===== config.mk =====
export PLATFORM = sky130hd
export DESIGN_NAME = timebase_gen
export DESIGN_NICKNAME = d
export VERILOG_FILES = /design/src/rtl/timebase_gen.sv
export SDC_FILE = /design/constraint.sdc
export NUM_CORES = 1
export LEC_CHECK = 0
export ABC_CLOCK_PERIOD_IN_PS = 4700
export BUFFER_PORTS_ARGS = -buffer_cell sky130_fd_sc_hd__buf_2
export CAP_MARGIN = 20
export CELL_PAD_IN_SITES_DETAIL_PLACEMENT = 1
export CELL_PAD_IN_SITES_GLOBAL_PLACEMENT = 1
export CORE_MARGIN = 5
export CORE_UTILIZATION = 47
export DETAILED_ROUTE_END_ITERATION = 16
export PLACE_DENSITY_LB_ADDON = 0.15
export SYNTH_ARGS = -nofsm -noshare
export SYNTH_HDL_FRONTEND = slang
export SYNTH_SLANG_ARGS = --single-unit

===== constraint.sdc =====
create_clock -name clk -period 4.7 [get_ports clk]
set_input_delay 1.41 -clock clk [delete_from_list [all_inputs] [get_ports clk]]
set_output_delay 1.41 -clock clk [all_outputs]
set_load 0.02 [all_outputs]

===== src/rtl/timebase_gen.sv =====
// Divides CLK_HZ to 1 Hz: pps square wave, second/minute strobes, FAST_HZ blink wave, 0..59 seconds.
// Latency: all outputs registered, aligned with the internal count (pps_tick high while count==0).
// Backpressure: none, free-running; sync restarts the second. Optional ppm trim under TIMEBASE_TRIM_EN.
module timebase_gen #(
    parameter int CLK_HZ  = 32768,
    parameter int FAST_HZ = 16,
    parameter int TRIM_W  = 8
) (
    input  logic              clk,
    input  logic              rstn,
    input  logic              sync,
    input  logic              trim_load,
    input  logic [TRIM_W-1:0] trim_val,
    output logic              pps,
    output logic              pps_tick,
    output logic              fst,
    output logic [5:0]        sec,
    output logic              min_tick
);

    localparam int CNT_W  = $clog2(CLK_HZ) + 1;
    localparam int HALF   = CLK_HZ / (2 * FAST_HZ);
    localparam int FAST_W = (HALF > 1) ? $clog2(HALF) : 1;

    localparam logic [CNT_W-1:0]  TC_BASE   = CNT_W'(CLK_HZ - 1);
    localparam logic [CNT_W-1:0]  PPS_ON    = CNT_W'(CLK_HZ / 2);
    localparam logic [FAST_W-1:0] FAST_LAST = FAST_W'(HALF - 1);
    localparam logic [5:0]        SEC_LAST  = 6'd59;

    logic [CNT_W-1:0]  count_q, count_d;
    logic [FAST_W-1:0] fast_q, fast_d;
    logic [5:0]        sec_q, sec_d;
    logic              pps_q, pps_d;
    logic              tick_q, tick_d;
    logic              fst_q, fst_d;
    logic              min_q, min_d;
    logic [CNT_W-1:0]  tc;
    logic              wrap;

`ifdef TIMEBASE_TRIM_EN
    logic [TRIM_W-1:0] trim_q, trim_d;

    always_comb begin
        trim_d = trim_load ? trim_val : trim_q;
    end

    always_ff @(posedge clk or negedge rstn) begin
        if (!rstn) begin
            trim_q <= '0;
        end else begin
            trim_q <= trim_d;
        end
    end

    // Trim only stretches/shrinks the last second of the minute; combinational so a load acts at once.
    always_comb begin
        tc = TC_BASE;
        if (sec_q == SEC_LAST) begin
            tc = TC_BASE + CNT_W'($signed(trim_q));
        end
    end
`else
    logic unused_trim;
    assign unused_trim = ^{trim_load, trim_val};

    always_comb begin
        tc = TC_BASE;
    end
`endif

    // >= rather than == so a trim that drops TC below the current count still wraps next edge.
    assign wrap = (count_q >= tc);

    always_comb begin
        count_d = count_q + CNT_W'(1);
        fast_d  = fast_q + FAST_W'(1);
        fst_d   = fst_q;
        sec_d   = sec_q;
        tick_d  = 1'b0;
        min_d   = 1'b0;
        if (sync) begin
            count_d = '0;
            fast_d  = '0;
            fst_d   = 1'b0;
            sec_d   = '0;
        end else if (wrap) begin
            count_d = '0;
            fast_d  = '0;
            fst_d   = 1'b0;
            tick_d  = 1'b1;
            if (sec_q == SEC_LAST) begin
                sec_d = '0;
                min_d = 1'b1;
            end else begin
                sec_d = sec_q + 6'd1;
            end
        end else if (fast_q == FAST_LAST) begin
            fast_d = '0;
            fst_d  = ~fst_q;
        end
        pps_d = (count_d >= PPS_ON);
    end

    always_ff @(posedge clk or negedge rstn) begin
        if (!rstn) begin
            count_q <= '0;
            fast_q  <= '0;
            sec_q   <= '0;
            pps_q   <= 1'b0;
            tick_q  <= 1'b0;
            fst_q   <= 1'b0;
            min_q   <= 1'b0;
        end else begin
            count_q <= count_d;
            fast_q  <= fast_d;
            sec_q   <= sec_d;
            pps_q   <= pps_d;
            tick_q  <= tick_d;
            fst_q   <= fst_d;
            min_q   <= min_d;
        end
    end

    assign pps      = pps_q;
    assign pps_tick = tick_q;
    assign fst      = fst_q;
    assign sec      = sec_q;
    assign min_tick = min_q;

endmodule

## Word level (Yosys, flattened, before mapping)

Index checks and enable logic that the tools add are counted.

- Register bits: 36
- Logic and storage cells: 33
- Bits of input ports: 12
- Output and inout bits: 10

- Reductions and logical operators: 2
- Add/subtract/negate cells: 3
- Muxes and demuxes: 16
- Equal/unequal tests: 2
- Order comparisons: 2
- Bitwise operators: 1

Operator list:

| cell | count |
|---|---|
| 16-bit by 15-bit >= comparator with 1-bit output (second input constant) | 2 |
| 16-bit 2-to-1 mux | 2 |
| 10-bit 2-to-1 mux | 3 |
| 6-bit 2-to-1 mux | 3 |
| 16-bit by 1-bit adder with 16-bit output (second input constant) | 1 |
| 10-bit by 1-bit adder with 10-bit output (second input constant) | 1 |
| 10-bit == test (second input constant) | 1 |
| 1-bit 2-to-1 mux | 8 |
| 6-bit by 1-bit adder with 6-bit output (second input constant) | 1 |
| 6-bit == test (second input constant) | 1 |
| 3-bit nonzero test | 1 |
| 2-bit nonzero test | 1 |
| 1-bit inverter | 1 |

## Longest topological paths before layout

Gate-level depths: netlist of run 1.

- Word-level depth: 4
- Mapped depth: 7
- Gate-level depth less buffers: 5

## Worst setup path before layout of run 1

OpenSTA, ideal clock, no wires.

- Path kind: input -> register
- Start: in sync
- End: reg sec_q[5], in the netlist sec[5]
- Setup time: 0.121 ns
- Slack: 2.477 ns
- Arrival time: 2.102 ns
- Path buffers: 1
- Stages on the path: 4
- Required time: 4.579 ns
- Cell sequence: clkbuf_1 > a21o_1 > o22ai_1 > a22o_1

- Longest elaborated chain between the ends: 1
- Elaborated cells between the ends (all ways): 2
- Those cells by class: mux (1); reduce/logical (1)

RTL lines:

| what | line | source |
|---|---|---|
| start, declared | 11 | `input logic sync,` |
| 6-bit 2-to-1 mux / 2-bit nonzero test (equally long branches) | -- |  |
| end signal, assigned | 108 | `sec_q <= '0;` |
| end signal, assigned | 116 | `sec_q <= sec_d;` |
| end, declared | 32 | `logic [5:0] sec_q, sec_d;` |

Parallel ways exist; a longest one is shown, timed or not.
A chain may end at the register's enable or synchronous reset.

## Final worst setup path of run 1

- Start: reg sec_q[0], in the netlist sec[0]
- End: out sec[0]

RTL lines:

| what | line | source |
|---|---|---|
| end, declared | 17 | `output logic [5:0] sec,` |

No word-level cell between the ends.

==> key figures, run 1 <==
Status
  – Result of the run: completed

Die
  – Effective utilization at floorplan: between 40% and 50%
  – Core footprint: 3416 um^2
  – X dimension of the die: 70.08 um
  – Number of placement rows: 21
  – Height of the chip: roughly 70 um
  – Count of boundary I/O pins: 22
  – Area of the die: 4911 um^2

Worst hold path
  – Endpoint of the worst hold path: fast_q[0]
  – Beginning of the worst hold path: fast_q[0]
  – Hold path depth: 1
  – Hold Path Class: flop to flop

STA
  – Accumulated negative setup slack: 0 ns
  – Number of endpoints failing setup at the final stage: 0
  – Achievable Freq: ~420 MHz
  – Min Tclk post-route: 2.359 ns
  – RSZ-0062 raised after global routing: false
  – Final Skew: 0.004069 ns
  – Min setup slack post-route: approximately 2.3 ns
  – Transition time at the pin with the least slew margin: between 0.7 and 0.8 ns
  – Slew Viols, Final: 0
  – Final hold vios: 0
  – Ratio of final minimum period to clock period: approximately half
  – Tightest slew margin relative to the limit: between 40% and 50%
  – Tightest hold margin: roughly 0.5 ns

Detailed routing
  – Vias per cell: approximately 5.4
  – Overall routed net length: around 3.3 mm
  – Routed WL per cell: around 15 um
  – Via Count: 1203
  – # DRC: 0
  – Antenna Violating Nets Remaining: 0
  – DR pass1 iterations: 4
  – DRC violation total after the first TritonRoute iteration: between 70 and 80

GRT
  – Largest net degree at the start of global routing: 37
  – Met1 layer usage reported by global route: a little under a fifth
  – Busiest layer in global routing: met2
  – GRT Residual Overflow: 0
  – Via count of the first global-routing pass: 1331
  – First-pass GRT wire length: between 6 and 7 mm
  – Tot GR Track Use: 15.50%
  – Global routing usage on met2: roughly a quarter
  – Met3 global-route usage: under 10%
  – Number of antenna violations at the first check in global routing: 0

Yosys
  – Part of the Yosys area used for sequential elements: between 50% and 60%
  – Top area cells in the synthesized netlist: sky130_fd_sc_hd__dfrtp_1 53%, sky130_fd_sc_hd__nor2_1 5.8%, sky130_fd_sc_hd__xor2_1 5.7%, sky130_fd_sc_hd__xnor2_1 4.6%, sky130_fd_sc_hd__nand3_1 3.8%
  – Most frequent cells after synthesis: 36 x sky130_fd_sc_hd__dfrtp_1, 26 x sky130_fd_sc_hd__nor2_1, 13 x sky130_fd_sc_hd__nand3_1
  – Instance count of the mapped netlist: approximately 160
  – Post-Syn Area: around 1700 um^2
  – Biggest area consumer among synthesized cells: sky130_fd_sc_hd__dfrtp_1
  – Top-area cell type share of the netlist area: a little over half
  – Synthesized flop and latch total: 36
  – Proportion of synthesized flip-flops having asynchronous set or reset: 100.0%
  – Distinct cell type count of the synthesized netlist: 30
  – Net count after synthesis: ~180
  – Per-instance average area after synthesis: approximately 10 um^2
  – Most frequent cell after synthesis: sky130_fd_sc_hd__dfrtp_1
  – Total number of yosys warnings: 0
  – Post-synth top flop: sky130_fd_sc_hd__dfrtp_1
  – Post-synth EDFFs: 0

Finish
  – Layout cells sized above 1: 13.64%
  – NumNets Final: 190
  – Area growth syn-to-layout: 8.555%
  – N_diodes: 0
  – Post-route cell area: roughly 1800 um^2

Clocking
  – Later-pin clock latency in the skew report: 0.34 ns
  – Inserted Clock Buffers: 5
  – CTS H-tree lvls: 2
  – Clock edge transition at the registers on the reported setup and hold paths: roughly 0.10 ns
  – Number of instances resized during post-cts repair: 0
  – Clk root buf: sky130_fd_sc_hd__clkbuf_4
  – Max Root-Sink Buffers: 2
  – CTS tree: yes
  – Hold buffers post-CTS: 0
  – CTS Sinks: 36
  – Number of post-CTS setup repair buffers: 0

Critical path
  – Data arrival at the endpoint of the critical path: around 0.95 ns
  – Crit path max fanout: 5
  – Cell family with most CP delay: flip-flops
  – Reg2Reg Setup Slack: between 2 and 2.5 ns
  – Path depth of the worst reg2reg path: 5
  – Crit path buf inv count: 1
  – Setup crit start kind: flop
  – Sort of element at the end of the critical path: output port
  – Data required time at the worst endpoint: approximately 3.3 ns
  – Cell breakdown of the critical path: buf_2
  – Crit Path Category: flop to output port
  – Startpoint of the most critical register-to-register path: count_q[0]
  – Slowest stage cell, crit path: sky130_fd_sc_hd__dfrtp_1
  – Slowest cell delay on critical path: 0.42 ns
  – Terminus of the critical flop-to-flop path: count_q[15]

Power and ir drop
  – Peak ir drop on the vdd network: about 0.18 mV
  – Leakage component of the power: around 0.87 nW
  – Total power draw: 510.3 uW
  – Total power density per cell area: 277.1 nW/um^2

Placement
  – Port Buffer Count: 12
  – Half-perimeter wire length after placement: 2.414 mm
  – Cell area reported after detailed placement: roughly 1800 um^2
  – Worst setup timing slack at the placement stage: around 2.1 ns
  – Routability congestion estimate: between 0.7 and 0.8

Job
  – Max capacitance violation total: 0
[how the worst max path moves through the flow]
stage,startpoint,endpoint,cells after the start
after floorplan,sync,sec[5],4
final,sec[0],sec[0],1
after global routing,count_q[0],count_q[15],5
after detailed placement,sync,count_q[15],4
after global placement,sync,count_q[15],4
after CTS,sec[0],sec[0],1
[power by group]
group | switching [mW] | total, mW | leakage (nW) | internal (mW)
Sequential | 0.00401 | 0.318 | 0.498 | 0.314
Combinational | 0.0147 | 0.0206 | 0.332 | 0.00591
Clock | 0.101 | 0.172 | 0.0380 | 0.0712
[area by class of cell]
class / instances / area [um^2]
repair buffers: 12 / 60.06
flip-flops and latches: 36 / 900.9
inverters: 6 / 22.52
well taps: 46 / 57.56
multi-input cells: 114 / 739.5
clock buffers: 6 / 51.30
clock inverters: 2 / 10.01
fillers: 402 / 1574
[per-stage QoR]
stage                     util, %  instances
final                       53.92        222
after CTS                   53.92        222
after floorplan                 -        162
after global routing        53.92        222
after global placement      52.12        214
after detailed placement    52.12        214
[kinds of logic (layout without fill, tap and decap cells)]
family,Yosys count,in the layout,synth area share (%)
fa+ha+maj,3,3,2.213
compound gates,19,19,9.293
xor+xnor,20,20,10.32
simple gates,72,72,21.75
buf+inv,12,26,3.318
flops,36,36,53.10
[sequential cells by signal, indices dropped and copies added (netlist names)]
signal and cells:
min_tick 1, fast_q 10, pps_tick 1, pps 1
fst 1, sec 6, count_q 16
[cell usage in the layout, fill, tap and decap left out]
cell type / n
sky130_fd_sc_hd__dfrtp_1: 36
sky130_fd_sc_hd__nor2_1: 26
sky130_fd_sc_hd__nand3_1: 13
sky130_fd_sc_hd__buf_2: 12
sky130_fd_sc_hd__xor2_1: 11
sky130_fd_sc_hd__and3_1: 9
sky130_fd_sc_hd__xnor2_1: 9
sky130_fd_sc_hd__inv_1: 6
sky130_fd_sc_hd__a21oi_1: 6
sky130_fd_sc_hd__nand2_1: 5
sky130_fd_sc_hd__nor3_1: 5
sky130_fd_sc_hd__nand4_1: 5
sky130_fd_sc_hd__clkbuf_4: 5
sky130_fd_sc_hd__and4_1: 3
sky130_fd_sc_hd__a21o_1: 3
sky130_fd_sc_hd__ha_1: 3
sky130_fd_sc_hd__o22ai_1: 2
sky130_fd_sc_hd__nor2b_1: 2
sky130_fd_sc_hd__a22o_1: 2
sky130_fd_sc_hd__clkinv_2: 2
sky130_fd_sc_hd__and4_4: 1
sky130_fd_sc_hd__a41oi_4: 1
sky130_fd_sc_hd__a41o_4: 1
sky130_fd_sc_hd__or3_4: 1
sky130_fd_sc_hd__and2_1: 1
sky130_fd_sc_hd__a31oi_1: 1
sky130_fd_sc_hd__a211oi_1: 1
sky130_fd_sc_hd__o21ai_0: 1
sky130_fd_sc_hd__nand3b_1: 1
sky130_fd_sc_hd__o31ai_1: 1
sky130_fd_sc_hd__clkbuf_8: 1
[per-layer routing]
metal / wire length, um / up-vias / share of wire [%]
met5: 0 / - / 0
met4: 44 / 0 / 1.3
met3: 122 / 5 / 3.6
met2: 1692 / 14 / 51
met1: 1485 / 600 / 44
li1: - / 584 / -
Note: power is estimated with default switching activity, not from simulation.
==> run 2, diff against run 1 <==
--- a/config.mk
+++ b/config.mk
@@ -5,13 +5,13 @@
 export SDC_FILE = /design/constraint.sdc
 export NUM_CORES = 1
 export LEC_CHECK = 0
-export ABC_CLOCK_PERIOD_IN_PS = 4700
+export ABC_CLOCK_PERIOD_IN_PS = 1950
 export BUFFER_PORTS_ARGS = -buffer_cell sky130_fd_sc_hd__buf_2
 export CAP_MARGIN = 20
 export CELL_PAD_IN_SITES_DETAIL_PLACEMENT = 1
 export CELL_PAD_IN_SITES_GLOBAL_PLACEMENT = 1
 export CORE_MARGIN = 5
-export CORE_UTILIZATION = 47
+export CORE_UTILIZATION = 40
 export DETAILED_ROUTE_END_ITERATION = 16
 export PLACE_DENSITY_LB_ADDON = 0.15
 export SYNTH_ARGS = -nofsm -noshare
==> constraint.sdc (replaced) <==
create_clock -name clk -period 1.95 [get_ports clk]
set_input_delay 0.585 -clock clk [delete_from_list [all_inputs] [get_ports clk]]
set_output_delay 0.585 -clock clk [all_outputs]
set_load 0.02 [all_outputs]
==> run 2 against run 1 <==
Net effect:
- die area increased by 15%
- highest routed layer unchanged
- worst setup slack got worse by 2.2 ns
- clock skew increased by 0.0031 ns
- final area increased by 3.7%
- total power increased to 2.7 times the previous value
- routed wire length increased by 12%
- flip-flop and latch count unchanged
- non-clock buffer count increased by 4
- clock-buffer cell count unchanged
==> key figures, run 2 (same netlist as run 1, synthesis figures left out) <==
Finish
  – NumNets Final: 194 (was 190)
  – Number of flip-flops under the largest register name: 16 (unchanged)
  – Commonest cells after routing, fill and taps aside: 36 x sky130_fd_sc_hd__dfrtp_1, 26 x sky130_fd_sc_hd__nor2_1, 13 x sky130_fd_sc_hd__nand3_1 (unchanged)
  – Final non-filler cell total: 230 (was 222)
  – Area growth syn-to-layout: 12.61% (was 8.555%)
  – N_diodes: 0 (unchanged)
  – Largest reg by FF count: count_q (unchanged)
  – Layout cells sized above 1: 16.11% (was 13.64%)
  – Most common cell after layout, fill and taps aside: sky130_fd_sc_hd__dfrtp_1 (unchanged)

GRT
  – Via count of the first global-routing pass: 1388 (was 1331)
  – Number of antenna violations at the first check in global routing: 0 (unchanged)
  – GRT Residual Overflow: 0 (unchanged)
  – Tot GR Track Use: 15.11% (was 15.50%)
  – Largest net degree at the start of global routing: 37 (unchanged)
  – First-pass GRT wire length: 6.382 mm (was 6.065 mm)

Critical path
  – Cell breakdown of the critical path: ha_1 > and3_1 > a41o_4 > or3_4 > nor2_1 (was buf_2)
  – Path depth of the worst reg2reg path: 5 (unchanged)
  – Slowest stage cell, crit path: sky130_fd_sc_hd__dfrtp_1 (unchanged)
  – Startpoint of the most critical register-to-register path: count_q[0] (unchanged)
  – Crit path max fanout: 7 (was 5)
  – Data arrival at the endpoint of the critical path: 2.06 ns (was 0.95 ns)
  – Reg2Reg Setup Slack: 0.10 ns (was 2.45 ns)
  – Data required time at the worst endpoint: 2.16 ns (was 3.29 ns)
  – Setup crit start kind: flop (unchanged)
  – Crit Path Category: flop to flop (was flop to output port)
  – Terminus of the critical flop-to-flop path: fast_q[3] (was count_q[15])
  – Sort of element at the end of the critical path: flop (was output port)
  – Slowest cell delay on critical path: 0.42 ns (about the same)

STA
  – Min Tclk post-route: about 1.8 ns
  – Transition time at the pin with the least slew margin: 0.4609 ns (was 0.7855 ns)
  – Tightest slew margin relative to the limit: 69.27% (was 47.63%)
  – Final hold vios: 0 (unchanged)
  – RSZ-0062 raised after global routing: false (unchanged)
  – Final Skew: 0.007210 ns (was 0.004069 ns)
  – Number of endpoints failing setup at the final stage: 0 (unchanged)
  – Achievable Freq: about 540 MHz
  – Ratio of final minimum period to clock period: 94.83%
  – Slew Viols, Final: 0 (unchanged)
  – Accumulated negative setup slack: 0 ns (unchanged)
  – Tightest hold margin: 0.3301 ns (was 0.4856 ns)

Power and ir drop
  – Leakage component of the power: 0.9000 nW (was 0.8685 nW)
  – Total power density per cell area: 714.2 nW/um^2 (was 277.1 nW/um^2)
  – Peak ir drop on the vdd network: 0.3749 mV (was 0.1770 mV)
  – Total power draw: 1.365 mW (was 510.3 uW)

Status
  – Result of the run: completed (unchanged)

Clocking
  – CTS tree: yes (unchanged)
  – Later-pin clock latency in the skew report: 0.28 ns (was 0.34 ns)
  – Clk root buf: sky130_fd_sc_hd__clkbuf_8 (was sky130_fd_sc_hd__clkbuf_4)
  – Number of post-CTS setup repair buffers: 0 (unchanged)
  – Hold buffers post-CTS: 0 (unchanged)
  – Max Root-Sink Buffers: 2 (unchanged)
  – Clock edge transition at the registers on the reported setup and hold paths: 0.07 ns (was 0.10 ns)
  – CTS Sinks: 36 (unchanged)
  – Inserted Clock Buffers: 5 (unchanged)
  – CTS H-tree lvls: 2 (unchanged)

Job
  – Max capacitance violation total: 0 (unchanged)

Detailed routing
  – Vias per cell: 5.439 (was 5.419)
  – Antenna Violating Nets Remaining: 0 (unchanged)
  – Via Count: 1251 (was 1203)
  – Overall routed net length: 3.740 mm (was 3.344 mm)
  – DR pass1 iterations: 4 (unchanged)
  – Routed WL per cell: 16.26 um (was 15.06 um)
  – # DRC: 0 (unchanged)
  – DRC violation total after the first TritonRoute iteration: 42 (was 72)

Worst hold path
  – Hold Path Class: input pin to asynchronous set/reset pin (was flop to flop)

Placement
  – Port Buffer Count: 12 (unchanged)
  – Half-perimeter wire length after placement: 2.683 mm (was 2.414 mm)
  – Routability congestion estimate: 0.8253 (was 0.7848)
  – Total placed cells including tap cells: 222 (was 214)

Die
  – Number of placement rows: 23 (was 21)
  – Area of the die: 5644 um^2 (was 4911 um^2)
  – Height of the chip: 75.13 um (was 70.08 um)
  – Core footprint: 4058 um^2 (was 3416 um^2)
  – X dimension of the die: 75.13 um (was 70.08 um)
  – Effective utilization at floorplan: 41.81% (was 49.67%)
  – Count of boundary I/O pins: 22 (unchanged)
==> run 2: cell types whose count changed in the layout (fill, tap and decap cells not counted) <==
cell,change
sky130_fd_sc_hd__clkbuf_8,+5
sky130_fd_sc_hd__clkbuf_4,-5
sky130_fd_sc_hd__buf_4,+4
sky130_fd_sc_hd__nand2_1,-1
sky130_fd_sc_hd__nand2_2,+1
==> run 2: layer usage <==
layer	part of all wire, %	vias to the layer above	global-route usage (%)	wire length [um]
li1	-	596	-	-
met1	44	631	18.76	1639
met2	52	19	25.63	1941
met3	3.2	5	3.738	121
met4	0.99	0	5.138	37
met5	0	-	0	0
==> run 2: power breakdown <==
group	leakage, nW	switching (mW)	internal, mW	total, mW
clock	0.0510	0.261	0.282	0.542
combinational	0.351	0.0376	0.0180	0.0556
sequential	0.498	0.0103	0.756	0.767
total	0.900	0.308	1.06	1.36
==> run 2: stage by stage <==
stage          area (um^2)  util (%)  setup WS (ns)
3_3_place_gp          1815     44.74         0.1501
2_1_floorplan         1697         -         0.2425
6_report              1911     47.09         0.1008
3_5_place_dp          1815     44.74         0.1283
5_1_grt               1911     47.09        0.02213
4_1_cts               1908     47.02        0.08698
==> run 2: how the worst max path moves through the flow <==
stage                endpoint  startpoint  slack (ns)  cells after the start
global route        fast_q[0]  count_q[0]        0.02                      5
global placement    fast_q[7]  count_q[0]        0.15                      5
detailed placement  fast_q[3]  count_q[0]        0.13                      5
floorplan           fast_q[3]  count_q[0]        0.24                      6
CTS                 fast_q[3]  count_q[0]        0.09                      5
finish              fast_q[3]  count_q[0]        0.10                      5
==> run 2: repair_timing <==
item | in CTS | in global routing
endpoints found under the hold margin | 0 | 0
endpoints found under the setup margin | 0 | 5
gates resized for setup | 0 | 1
==> run 2: worst max-delay path, delay by kind of cell (launching register included) <==
kind / cells / cell delay, ns
simple gates: 3 / 0.83
flops: 1 / 0.42
fa+ha+maj: 1 / 0.24
compound gates: 1 / 0.29
==> run 2: area by class of cell <==
type | count | area, um^2
flip-flops and latches | 36 | 900.9
repair buffers | 16 | 90.09
inverters | 6 | 22.52
clock buffers | 6 | 82.58
fillers | 467 | 2147
multi-input cells | 114 | 742.0
well taps | 50 | 62.56
clock inverters | 2 | 10.01
